**config.mk**
```make
export PLATFORM = sky130hd
export DESIGN_NAME = div_wb_arbiter
export DESIGN_NICKNAME = d
export VERILOG_FILES = /design/src/rtl/wb_arb_pkg.sv /design/src/rtl/div_wb_buf.sv /design/src/rtl/div_wb_arbiter.sv
export SDC_FILE = /design/constraint.sdc
export NUM_CORES = 1
export LEC_CHECK = 0
export BUFFER_PORTS_ARGS = -buffer_cell sky130_fd_sc_hd__buf_2
export CORE_ASPECT_RATIO = 1.4
export CORE_MARGIN = 8
export CORE_UTILIZATION = 40
export CTS_CLUSTER_DIAMETER = 60
export DETAILED_ROUTE_END_ITERATION = 8
export GPL_TIMING_DRIVEN = 0
export SLEW_MARGIN = 20
export SYNTH_ARGS = -nofsm -noshare
export SYNTH_HDL_FRONTEND = slang
export SYNTH_HIERARCHICAL = 1
export SYNTH_SLANG_ARGS = --single-unit
```
**constraint.sdc**
```tcl
create_clock -name clk -period 3.6 [get_ports clk]
set_input_delay 0.54 -clock clk [delete_from_list [all_inputs] [get_ports clk]]
set_output_delay 0.54 -clock clk [all_outputs]
set_load 0.02 [all_outputs]
```
**src/rtl/wb_arb_pkg.sv**
```systemverilog
// Shared types and constants for the divider/ALU register-file writeback arbiter.
package wb_arb_pkg;

    localparam int WB_WIDTH = 32;
    localparam logic [4:0] REG_X0 = 5'd0;

    typedef struct packed {
        logic                valid;
        logic [4:0]          rd;
        logic [WB_WIDTH-1:0] data;
    } wb_entry_t;

    // Which source owns the register-file write port in a given cycle.
    typedef enum logic [1:0] {
        SEL_NONE = 2'd0,
        SEL_ALU  = 2'd1,
        SEL_BUF  = 2'd2,
        SEL_DIV  = 2'd3
    } wb_sel_e;

endpackage

```
**src/rtl/div_wb_buf.sv**
```systemverilog
// Circular buffer of divider results that lost the write port, with WAW squash
// and two newest-match forwarding lookups.
module div_wb_buf
    import wb_arb_pkg::*;
#(
    parameter int WIDTH = 32,
    parameter int DEPTH = 2
) (
    input  logic                       clk,
    input  logic                       rst,
    input  logic                       en,
    input  logic                       clear,
    input  logic                       push,
    input  logic [4:0]                 push_rd,
    input  logic [WIDTH-1:0]           push_data,
    input  logic                       pop,
    input  logic                       squash,
    input  logic [4:0]                 squash_rd,
    input  logic [4:0]                 rs1,
    input  logic [4:0]                 rs2,
    output logic                       head_valid,
    output logic [4:0]                 head_rd,
    output logic [WIDTH-1:0]           head_data,
    output logic [$clog2(DEPTH+1)-1:0] count,
    output logic                       full,
    output logic                       hit1,
    output logic                       hit2,
    output logic [WIDTH-1:0]           data1,
    output logic [WIDTH-1:0]           data2
);

    localparam int PTR_W = (DEPTH > 1) ? $clog2(DEPTH) : 1;
    localparam int CNT_W = $clog2(DEPTH + 1);

    logic [DEPTH-1:0] valid_r;
    logic [4:0]       rd_r   [DEPTH];
    logic [WIDTH-1:0] data_r [DEPTH];
    logic [PTR_W-1:0] rd_ptr_r;
    logic [PTR_W-1:0] wr_ptr_r;
    logic [CNT_W-1:0] count_r;
    logic [CNT_W-1:0] valid_cnt_s;
    logic             hit1_s;
    logic             hit2_s;
    logic [WIDTH-1:0] data1_s;
    logic [WIDTH-1:0] data2_s;

    function automatic logic [PTR_W-1:0] ptr_inc(input logic [PTR_W-1:0] p);
        logic [PTR_W-1:0] n;
        if (p == PTR_W'(DEPTH - 1)) begin
            n = '0;
        end else begin
            n = p + PTR_W'(1);
        end
        return n;
    endfunction

    // Entry storage, pointers and occupancy; freed slots always carry valid=0.
    always_ff @(posedge clk or negedge rst) begin
        if (!rst) begin
            valid_r  <= '0;
            rd_ptr_r <= '0;
            wr_ptr_r <= '0;
            count_r  <= '0;
            for (int i = 0; i < DEPTH; i++) begin
                rd_r[i]   <= REG_X0;
                data_r[i] <= '0;
            end
        end else if (clear) begin
            valid_r  <= '0;
            rd_ptr_r <= '0;
            wr_ptr_r <= '0;
            count_r  <= '0;
        end else if (en) begin
            for (int i = 0; i < DEPTH; i++) begin
                if (squash && (rd_r[i] == squash_rd)) begin
                    valid_r[i] <= 1'b0;
                end
            end
            if (pop) begin
                valid_r[rd_ptr_r] <= 1'b0;
                rd_ptr_r          <= ptr_inc(rd_ptr_r);
            end
            // Push after pop so a full-buffer push/pop on the same slot keeps the new entry.
            if (push) begin
                valid_r[wr_ptr_r] <= 1'b1;
                rd_r[wr_ptr_r]    <= push_rd;
                data_r[wr_ptr_r]  <= push_data;
                wr_ptr_r          <= ptr_inc(wr_ptr_r);
            end
            count_r <= count_r + CNT_W'(push) - CNT_W'(pop);
        end
    end

    // Count of live (unsquashed) entries.
    always_comb begin
        valid_cnt_s = '0;
        for (int i = 0; i < DEPTH; i++) begin
            valid_cnt_s = valid_cnt_s + CNT_W'(valid_r[i]);
        end
    end

    // Forward lookup: walk head to tail so the newest matching entry wins.
    always_comb begin
        int               idx_v;
        logic [PTR_W-1:0] idx_s;
        hit1_s  = 1'b0;
        hit2_s  = 1'b0;
        data1_s = '0;
        data2_s = '0;
        idx_v   = 0;
        idx_s   = '0;
        for (int i = 0; i < DEPTH; i++) begin
            idx_v = int'(rd_ptr_r) + i;
            if (idx_v >= DEPTH) begin
                idx_v = idx_v - DEPTH;
            end else begin
                idx_v = idx_v + 0;
            end
            idx_s = PTR_W'(idx_v);
            if ((rs1 != REG_X0) && valid_r[idx_s] && (rd_r[idx_s] == rs1)) begin
                hit1_s  = 1'b1;
                data1_s = data_r[idx_s];
            end else begin
                hit1_s  = hit1_s;
            end
            if ((rs2 != REG_X0) && valid_r[idx_s] && (rd_r[idx_s] == rs2)) begin
                hit2_s  = 1'b1;
                data2_s = data_r[idx_s];
            end else begin
                hit2_s  = hit2_s;
            end
        end
    end

    assign head_valid = valid_r[rd_ptr_r];
    assign head_rd    = rd_r[rd_ptr_r];
    assign head_data  = data_r[rd_ptr_r];
    assign count      = count_r;
    assign full       = (valid_cnt_s == CNT_W'(DEPTH));
    assign hit1       = hit1_s;
    assign hit2       = hit2_s;
    assign data1      = data1_s;
    assign data2      = data2_s;

endmodule

```
**src/rtl/div_wb_arbiter.sv**
```systemverilog
// Merges divider completions with the ALU writeback stream onto one register-file
// write port; ALU wins, losing divider results park in div_wb_buf.
module div_wb_arbiter
    import wb_arb_pkg::*;
#(
    parameter int WIDTH = 32,
    parameter int DEPTH = 2
) (
    input  logic                       clk,
    input  logic                       rst,
    input  logic                       en,
    input  logic                       clear,
    input  logic                       div_valid,
    input  logic                       div_we,
    input  logic [4:0]                 div_rd,
    input  logic [WIDTH-1:0]           div_data,
    input  logic                       alu_valid,
    input  logic                       alu_we,
    input  logic [4:0]                 alu_rd,
    input  logic [WIDTH-1:0]           alu_data,
    input  logic [4:0]                 fwd_rs1,
    input  logic [4:0]                 fwd_rs2,
    output logic                       fwd_hit1,
    output logic                       fwd_hit2,
    output logic [WIDTH-1:0]           fwd_data1,
    output logic [WIDTH-1:0]           fwd_data2,
    output logic                       wb_we,
    output logic [4:0]                 wb_rd,
    output logic [WIDTH-1:0]           wb_data,
    output logic                       wb_src,
    output logic                       div_full,
    output logic [$clog2(DEPTH+1)-1:0] pending,
    output logic                       err_ovf
);

    localparam int CNT_W = $clog2(DEPTH + 1);

    logic             live_s;
    logic             alu_wr_s;
    logic             div_req_s;
    logic             buf_empty_s;
    logic             pop_s;
    logic             direct_s;
    logic             discard_s;
    logic             room_s;
    logic             want_s;
    logic             push_s;
    logic             ovf_s;
    logic             squash_s;
    wb_sel_e          sel_s;
    logic             head_valid_s;
    logic [4:0]       head_rd_s;
    logic [WIDTH-1:0] head_data_s;
    logic [CNT_W-1:0] count_s;
    logic             full_s;

    logic             wb_we_r;
    logic [4:0]       wb_rd_r;
    logic [WIDTH-1:0] wb_data_r;
    logic             wb_src_r;
    logic             err_ovf_r;

    // Slot arbitration plus push/overflow decisions for the divider result.
    always_comb begin
        live_s      = en & ~clear;
        alu_wr_s    = alu_valid & alu_we & (alu_rd != REG_X0);
        div_req_s   = div_valid & div_we & (div_rd != REG_X0);
        buf_empty_s = (count_s == CNT_W'(0));
        pop_s       = live_s & ~alu_wr_s & ~buf_empty_s;
        direct_s    = live_s & ~alu_wr_s & buf_empty_s & div_req_s;
        // The same-cycle ALU write is younger, so a divider result to the same rd is dead.
        discard_s   = alu_wr_s & (div_rd == alu_rd);
        room_s      = (count_s < CNT_W'(DEPTH)) | pop_s;
        want_s      = live_s & div_req_s & ~direct_s & ~discard_s & ~full_s;
        push_s      = want_s & room_s;
        ovf_s       = live_s & ((div_valid & full_s) | (want_s & ~room_s));
        squash_s    = live_s & alu_wr_s;
        if (!live_s) begin
            sel_s = SEL_NONE;
        end else if (alu_wr_s) begin
            sel_s = SEL_ALU;
        end else if (pop_s) begin
            sel_s = SEL_BUF;
        end else if (direct_s) begin
            sel_s = SEL_DIV;
        end else begin
            sel_s = SEL_NONE;
        end
    end

    // Registered write port and sticky overflow flag.
    always_ff @(posedge clk or negedge rst) begin
        if (!rst) begin
            wb_we_r   <= 1'b0;
            wb_rd_r   <= REG_X0;
            wb_data_r <= '0;
            wb_src_r  <= 1'b0;
            err_ovf_r <= 1'b0;
        end else if (clear) begin
            wb_we_r   <= 1'b0;
            err_ovf_r <= 1'b0;
        end else if (!en) begin
            wb_we_r   <= 1'b0;
        end else begin
            case (sel_s)
                SEL_ALU: begin
                    wb_we_r   <= 1'b1;
                    wb_rd_r   <= alu_rd;
                    wb_data_r <= alu_data;
                    wb_src_r  <= 1'b0;
                end
                SEL_BUF: begin
                    // A squashed head still burns the slot, just without a write.
                    wb_we_r   <= head_valid_s;
                    wb_rd_r   <= head_rd_s;
                    wb_data_r <= head_data_s;
                    wb_src_r  <= 1'b1;
                end
                SEL_DIV: begin
                    wb_we_r   <= 1'b1;
                    wb_rd_r   <= div_rd;
                    wb_data_r <= div_data;
                    wb_src_r  <= 1'b1;
                end
                default: begin
                    wb_we_r   <= 1'b0;
                end
            endcase
            if (ovf_s) begin
                err_ovf_r <= 1'b1;
            end
        end
    end

    div_wb_buf #(
        .WIDTH (WIDTH),
        .DEPTH (DEPTH)
    ) u_buf (
        .clk        (clk),
        .rst        (rst),
        .en         (en),
        .clear      (clear),
        .push       (push_s),
        .push_rd    (div_rd),
        .push_data  (div_data),
        .pop        (pop_s),
        .squash     (squash_s),
        .squash_rd  (alu_rd),
        .rs1        (fwd_rs1),
        .rs2        (fwd_rs2),
        .head_valid (head_valid_s),
        .head_rd    (head_rd_s),
        .head_data  (head_data_s),
        .count      (count_s),
        .full       (full_s),
        .hit1       (fwd_hit1),
        .hit2       (fwd_hit2),
        .data1      (fwd_data1),
        .data2      (fwd_data2)
    );

    assign wb_we    = wb_we_r;
    assign wb_rd    = wb_rd_r;
    assign wb_data  = wb_data_r;
    assign wb_src   = wb_src_r;
    assign div_full = full_s;
    assign pending  = count_s;
    assign err_ovf  = err_ovf_r;

endmodule

```
# Word-level counts from Yosys, hierarchy flattened
# Index checks and enable logic that the tools add are counted.
# word_totals
regBits	120
out_inout_bits	109
wordCells	192
# classes
add_sub_neg	8
order_cmp	14
n_eq_ne	11
mux	79
bitwise	35
reduce_logical	32
# ops
operator	n
two-way mux 32 bit	14
one-hot mux 32 bit (3 select lines)	1
bitwise mux 64 bit	1
two-way mux 5 bit	10
== test 5 bit	7
two-way mux 1 bit	33
demux 32 bit (select 1 bit)	1
two-way mux 2 bit	12
nonzero test 5 bit	4
AND 1 bit	19
one-hot mux 5 bit (3 select lines)	1
logical AND 1 bit	13
bitwise mux 10 bit	1
>= comparator 2 bit, second input constant	5
nonzero test 2 bit	5
AND reduction 3 bit	3
less-than comparator 1 x 2 -> 1 bit, second input constant	4
NOT 1 -> 2 bit	4
NOT 1 bit	7
== test 2 bit, second input constant	3
AND reduction 2 bit	3
demux 5 bit (select 1 bit)	1
one-hot mux 1 bit (2 select lines)	2
OR reduction 2 bit	2
other kinds (18)	23

# Depth between registers and ports, before layout
# logic_depth
ltp_word	16
ltp_mapped	12

# Cells and area by module
# The synthesis kept the hierarchy.
# modules_own_cells
module	instances	cells_per_inst	area_each_um2
div_wb_buf	1	486	5442.7
div_wb_arbiter	1	227	2177.1

# Worst setup path before layout
# No wires, ideal clock.
# synth_path
path_kind	input port to output port
from	input fwd_rs2[1]
to	output fwd_data2[0]
arrival_ns	2.255
slack_ns	0.805
stages	6
cell_sequence	or4_1 -> nor2_1 -> nor3_1 -> nand4_1 -> buf_2 -> mux2i_1
# synth_via
elab_chain_cells	5
elab_cells_between_ends	9
# synth_rtl
item	line_no	rtl
start: declaration	div_wb_arbiter.sv:22	input logic [4:0] fwd_rs2,
nonzero test 5 bit	div_wb_buf.sv:126	if ((rs2 != REG_X0) && valid_r[idx_s] && (rd_r[idx_s] == rs2)) begin
logical AND 1 bit (2 in series)	div_wb_buf.sv:126	
two-way mux 32 bit	div_wb_buf.sv:126	
two-way mux 32 bit (*)	div_wb_buf.sv:126	
end: declaration	div_wb_arbiter.sv:26	output logic [WIDTH-1:0] fwd_data2,
# Every way passes the cells marked *; elsewhere a longest branch is shown, timed or not.

# Worst setup path in the final report
# layout_path
from	register u_buf.rd_ptr_r
to	output fwd_data2[0]
# layout_via
elab_chain_cells	10
elab_cells_between_ends	33
# layout_rtl
item	line_no	rtl
start: declaration	div_wb_buf.sv:38	logic [PTR_W-1:0] rd_ptr_r;
start signal: assignment	div_wb_buf.sv:81	rd_ptr_r <= ptr_inc(rd_ptr_r);
adder 1 x 1 -> 2 bit (tied with other cells)	div_wb_buf.sv:113	idx_v = int'(rd_ptr_r) + i;
>= comparator 2 bit (tied with other cells)	div_wb_buf.sv:114	if (idx_v >= DEPTH) begin
two-way mux 1 bit or NOT 1 -> 2 bit (tied branches)	div_wb_buf.sv:114, div_wb_buf.sv:126, div_wb_buf.sv:128	
NOT 1 -> 2 bit (not written as such) or two-way mux 5 bit (tied branches)	div_wb_buf.sv:126, div_wb_buf.sv:128	
two-way mux 5 bit (not written as such) (2 in series)	div_wb_buf.sv:126	
two-way mux 5 bit (not written as such) or == test 5 bit (tied branches)	div_wb_buf.sv:126	
== test 5 bit or logical AND 1 bit (tied branches)	div_wb_buf.sv:126	
logical AND 1 bit or two-way mux 32 bit (tied branches)	div_wb_buf.sv:126	
two-way mux 32 bit (*)	div_wb_buf.sv:126	
# Every way passes the cells marked *; elsewhere a longest branch is shown, timed or not. The select of a mux whose other input is x is not followed.

==> flow_summary.rst <==
.. list-table::
   :header-rows: 1

   * - Metric
     - Value
   * - Status
     - completed
   * - Post-synth top area share
     - 0.394
   * - Number of nets produced by synthesis
     - 807
   * - Gp weighted congestion
     - 0.852
   * - Count of H-tree levels built during CTS
     - 4
   * - Wire length of the first global-routing pass
     - 41.8 mm
   * - Worst Path Arrival
     - 2.89 ns
   * - Worst Setup End Kind
     - output port
   * - Number of cells on the worst reg-to-reg path
     - 8
   * - Clock tree from TritonCTS
     - done
   * - Drt drc
     - 0
   * - Cells taking the most area after synthesis
     - sky130_fd_sc_hd__dfrtp_1, sky130_fd_sc_hd__mux2_2, sky130_fd_sc_hd__mux2i_1
   * - Min Clock Period, post-route
     - 3.43 ns
   * - Inserted Clock Buffers
     - 17
   * - Beginning of the worst register-to-register path
     - u_buf/count[1]
   * - Die Area
     - 0.0238 sq mm
   * - Total Routing Usage GR
     - 0.231
   * - Post-placement cell area
     - 0.00896 sq mm
   * - Total standard cell area after synthesis
     - 0.00762 sq mm
   * - Leakage power of the design
     - 5.06 nW
   * - Worst slew pin tran
     - 0.900 ns
   * - Instance count of the mapped netlist
     - 713
   * - Count of endpoints failing setup in the final report
     - 0
   * - Crit path largest cell delay
     - 0.72 ns
   * - Worst slew margin relative to its limit
     - 0.400
   * - Max-Cap Viols
     - 0
   * - Largest net degree at the start of global routing
     - 69
   * - Initial core utilization
     - 0.410
   * - Setup repair after global routing missed its margin
     - true
   * - Number of warnings issued by yosys
     - 6
   * - Routed vias/inst
     - 5.67
   * - Number of max-slew violations in the final report
     - 0
   * - Post-synthesis async set-or-reset flop share
     - 1.00
   * - WL/cell
     - 23.2 microns
   * - CP max-delay cell
     - sky130_fd_sc_hd__buf_1
   * - Sequence of cells on the critical path
     - buf_6, buf_6, buf_2, buf_1, mux2i_1, mux2i_1, buf_2
   * - Critical path origin
     - u_buf/rd_ptr_r
   * - Final global-route overflow total
     - 0
   * - Distinct cell type count after synthesis
     - 46
   * - Layout cell share with drive strength beyond 1
     - 0.430
   * - Clk Latency, worst-skew pair
     - 0.42 ns
   * - Critical path class
     - register to output port
   * - Die boundary width
     - 133 microns
   * - Placement row count
     - 59
   * - Core region area
     - 0.0186 sq mm
   * - CP Data Required Time
     - 3.06 ns
   * - Violation count after the first detailed-route iteration
     - 594
   * - Antenna cell count
     - 0
   * - Area added between synthesis and finish
     - 27.3%
   * - First-pass DRT Iterations
     - 8
   * - Kind of path behind the tightest hold check
     - primary input to asynchronous set/reset pin
   * - Crit share post-route
     - 0.954
   * - Cell taking the most area after synthesis
     - sky130_fd_sc_hd__dfrtp_1
   * - Post-synthesis sequential element count
     - 120
   * - Number of standard cells in the final layout excluding fillers
     - 1,199
   * - Post-synth EDFFs
     - 0
   * - Initial antenna violation count
     - 0
   * - Height of the die
     - 179 microns
   * - Hold Fails Final Rpt
     - 0
   * - Hold Slack
     - 0.0390 ns
   * - Total non-filler cell area in the finished layout
     - 0.00970 sq mm
   * - Net total in the final layout
     - 1,036
   * - Number of port buffers
     - 200
   * - Top achievable clock speed
     - 291 MHz
   * - Total power density per cell area
     - 423 mW/mm^2
   * - Clock Tree Root
     - sky130_fd_sc_hd__clkbuf_16
   * - Worst IR Drop VDD
     - 0.268 mV
   * - Post-route antenna net violation count
     - 0
   * - Total wirelength of the detailed-routed design
     - 27.8 mm
   * - Post-route core utilization
     - 0.521
   * - Total power after layout
     - 4.10 mW
   * - Largest clock skew in the final design
     - 0.00874 ns
   * - CTS clock-pin slew for the worst setup and hold paths
     - 0.05 ns
   * - Worst Path Max Fanout
     - 10
   * - Number of clock sinks
     - 120
   * - Top-Level Pins
     - 201
   * - Post-Synthesis Mean Instance Area
     - 10.7 sq um
   * - Proportion of synthesized chip area in sequential cells
     - 0.394
   * - Post-synth top flop
     - sky130_fd_sc_hd__dfrtp_1
   * - Maximum buffer depth of the clock tree
     - 2
   * - Category of the worst setup path launch point
     - register
   * - Post-detailed-placement half-perimeter wirelength
     - 20.6 mm
   * - Via count
     - 6,797
   * - Dpl cells
     - 1,158
   * - Number of global-route vias before repair
     - 7,220
   * - # fillers
     - 1,782
## Yosys cell counts (8+ instances only)
master	number
sky130_fd_sc_hd__a22oi_1	13
sky130_fd_sc_hd__xnor2_1	20
sky130_fd_sc_hd__clkbuf_1	14
sky130_fd_sc_hd__buf_2	28
sky130_fd_sc_hd__nand3_1	64
sky130_fd_sc_hd__mux2_2	106
sky130_fd_sc_hd__nand4_1	8
sky130_fd_sc_hd__mux2i_1	107
sky130_fd_sc_hd__a222oi_1	24
sky130_fd_sc_hd__nand2_1	53
sky130_fd_sc_hd__xor2_1	18
sky130_fd_sc_hd__o21ai_1	37
sky130_fd_sc_hd__a21oi_1	8
sky130_fd_sc_hd__dfrtp_1	120
sky130_fd_sc_hd__nor2_1	14
sky130_fd_sc_hd__buf_6	8
sky130_fd_sc_hd__inv_1	11
sky130_fd_sc_hd__a2bb2oi_1	10
## report_power, final
group          internal, mW  total [mW]  switching, mW
combinational         0.270       0.699          0.429
sequential             1.48        1.56         0.0796
clock                  1.19        1.84          0.653
total                  2.94        4.10           1.16
## registers in the layout (all words and copies together) (netlist names)
signal and count:
u_buf/rd_ptr_r 1, u_buf/rd_r 10, wb_rd 5, u_buf/data_r 64
u_buf/wr_ptr_r 1, u_buf/count 2, u_buf/valid_r 2, wb_src 1
err_ovf 1, wb_we 1, wb_data 32
## cells by family (layout without fill, tap and decap cells)
logic type               count (synthesis)  count (layout)  share of synthesized area
adder cells (fa/ha/maj)                  2               2                    0.00328
XOR/XNOR                                38              38                     0.0437
buffers and inverters                   70             312                     0.0489
flip-flops                             120             120                      0.394
AO/OA/AOI/OAI                          104             104                     0.0980
multiplexers                           215             215                      0.301
AND/OR/NAND/NOR                        164             164                      0.111
## layer usage
layer,vias to the layer above,share of wire,global-route usage
met5,-,0,0
met1,3414,0.39,0.248
met2,239,0.54,0.427
li1,3107,-,-
met4,0,0.023,0.0992
met3,37,0.053,0.0513
## layout make-up
cell class / count / area, sq um / share of cell area
Timing Repair Buffer: 211 / 1110 / 0.115
Multi-Input combinational cell: 523 / 4260 / 0.440
Clock buffer: 19 / 453 / 0.0467
Buffer: 58 / 343 / 0.0353
Clock inverter: 13 / 176 / 0.0182
Tap cell: 244 / 305 / 0.0315
Sequential cell: 120 / 3000 / 0.310
Inverter: 11 / 41.3 / 0.00426
## critical path: cells and delay by family, from the launching register on
family                 cells  cell delay (ns)
buffers and inverters      5             1.64
DFF                        1             0.34
muxes                      2             0.49
## stage by stage
stage,TNS [ns],setup WS (ns)
2_1_floorplan,0,0.805
3_3_place_gp,-12.82,-0.491
3_5_place_dp,-13.12,-0.512
4_1_cts,0,0.00644
5_1_grt,-0.0140,-0.0123
6_report,0,0.166
## repair_timing
action / CTS / global route
buffers inserted: 0 / 10
pin swaps: 0 / 5
hold buffers: 0 / 0
gates resized for setup: 9 / 5
endpoints found under the setup margin: 64 / 52
## cell usage in the layout (no fill, tap or decap), types with 3 or more instances in the layout
cell	instances
sky130_fd_sc_hd__a2bb2oi_1	10
sky130_fd_sc_hd__mux2_2	106
sky130_fd_sc_hd__nand3_1	64
sky130_fd_sc_hd__nand2_1	53
sky130_fd_sc_hd__bufinv_16	4
sky130_fd_sc_hd__buf_6	8
sky130_fd_sc_hd__inv_1	11
sky130_fd_sc_hd__clkbuf_16	17
sky130_fd_sc_hd__clkinvlp_4	3
sky130_fd_sc_hd__dfrtp_1	120
sky130_fd_sc_hd__clkinv_2	5
sky130_fd_sc_hd__o21ai_1	37
sky130_fd_sc_hd__a22oi_1	13
sky130_fd_sc_hd__clkbuf_1	11
sky130_fd_sc_hd__buf_4	15
sky130_fd_sc_hd__nor3_1	5
sky130_fd_sc_hd__xnor2_1	20
sky130_fd_sc_hd__nor2_1	14
sky130_fd_sc_hd__mux2i_1	104
sky130_fd_sc_hd__or4_1	3
sky130_fd_sc_hd__a21oi_1	8
sky130_fd_sc_hd__a222oi_1	24
sky130_fd_sc_hd__nand4_1	8
sky130_fd_sc_hd__xor2_1	18
sky130_fd_sc_hd__buf_2	228
sky130_fd_sc_hd__mux2i_2	4
## worst paths after layout
kind / endpoint / slack [ns]
worst max-delay path: fwd_data2[0] / 0.17
worst min-delay path: u_buf/rd_r[7] / 0.04
worst max register to register: u_buf/data_r[14] / 0.53
worst min register to register: wb_data[9] / 0.48
max in group asynchronous: wb_data[15] / 2.87
min in group clk: u_buf/data_r[24] / 0.37
Note: power is estimated with default switching activity, not from simulation.
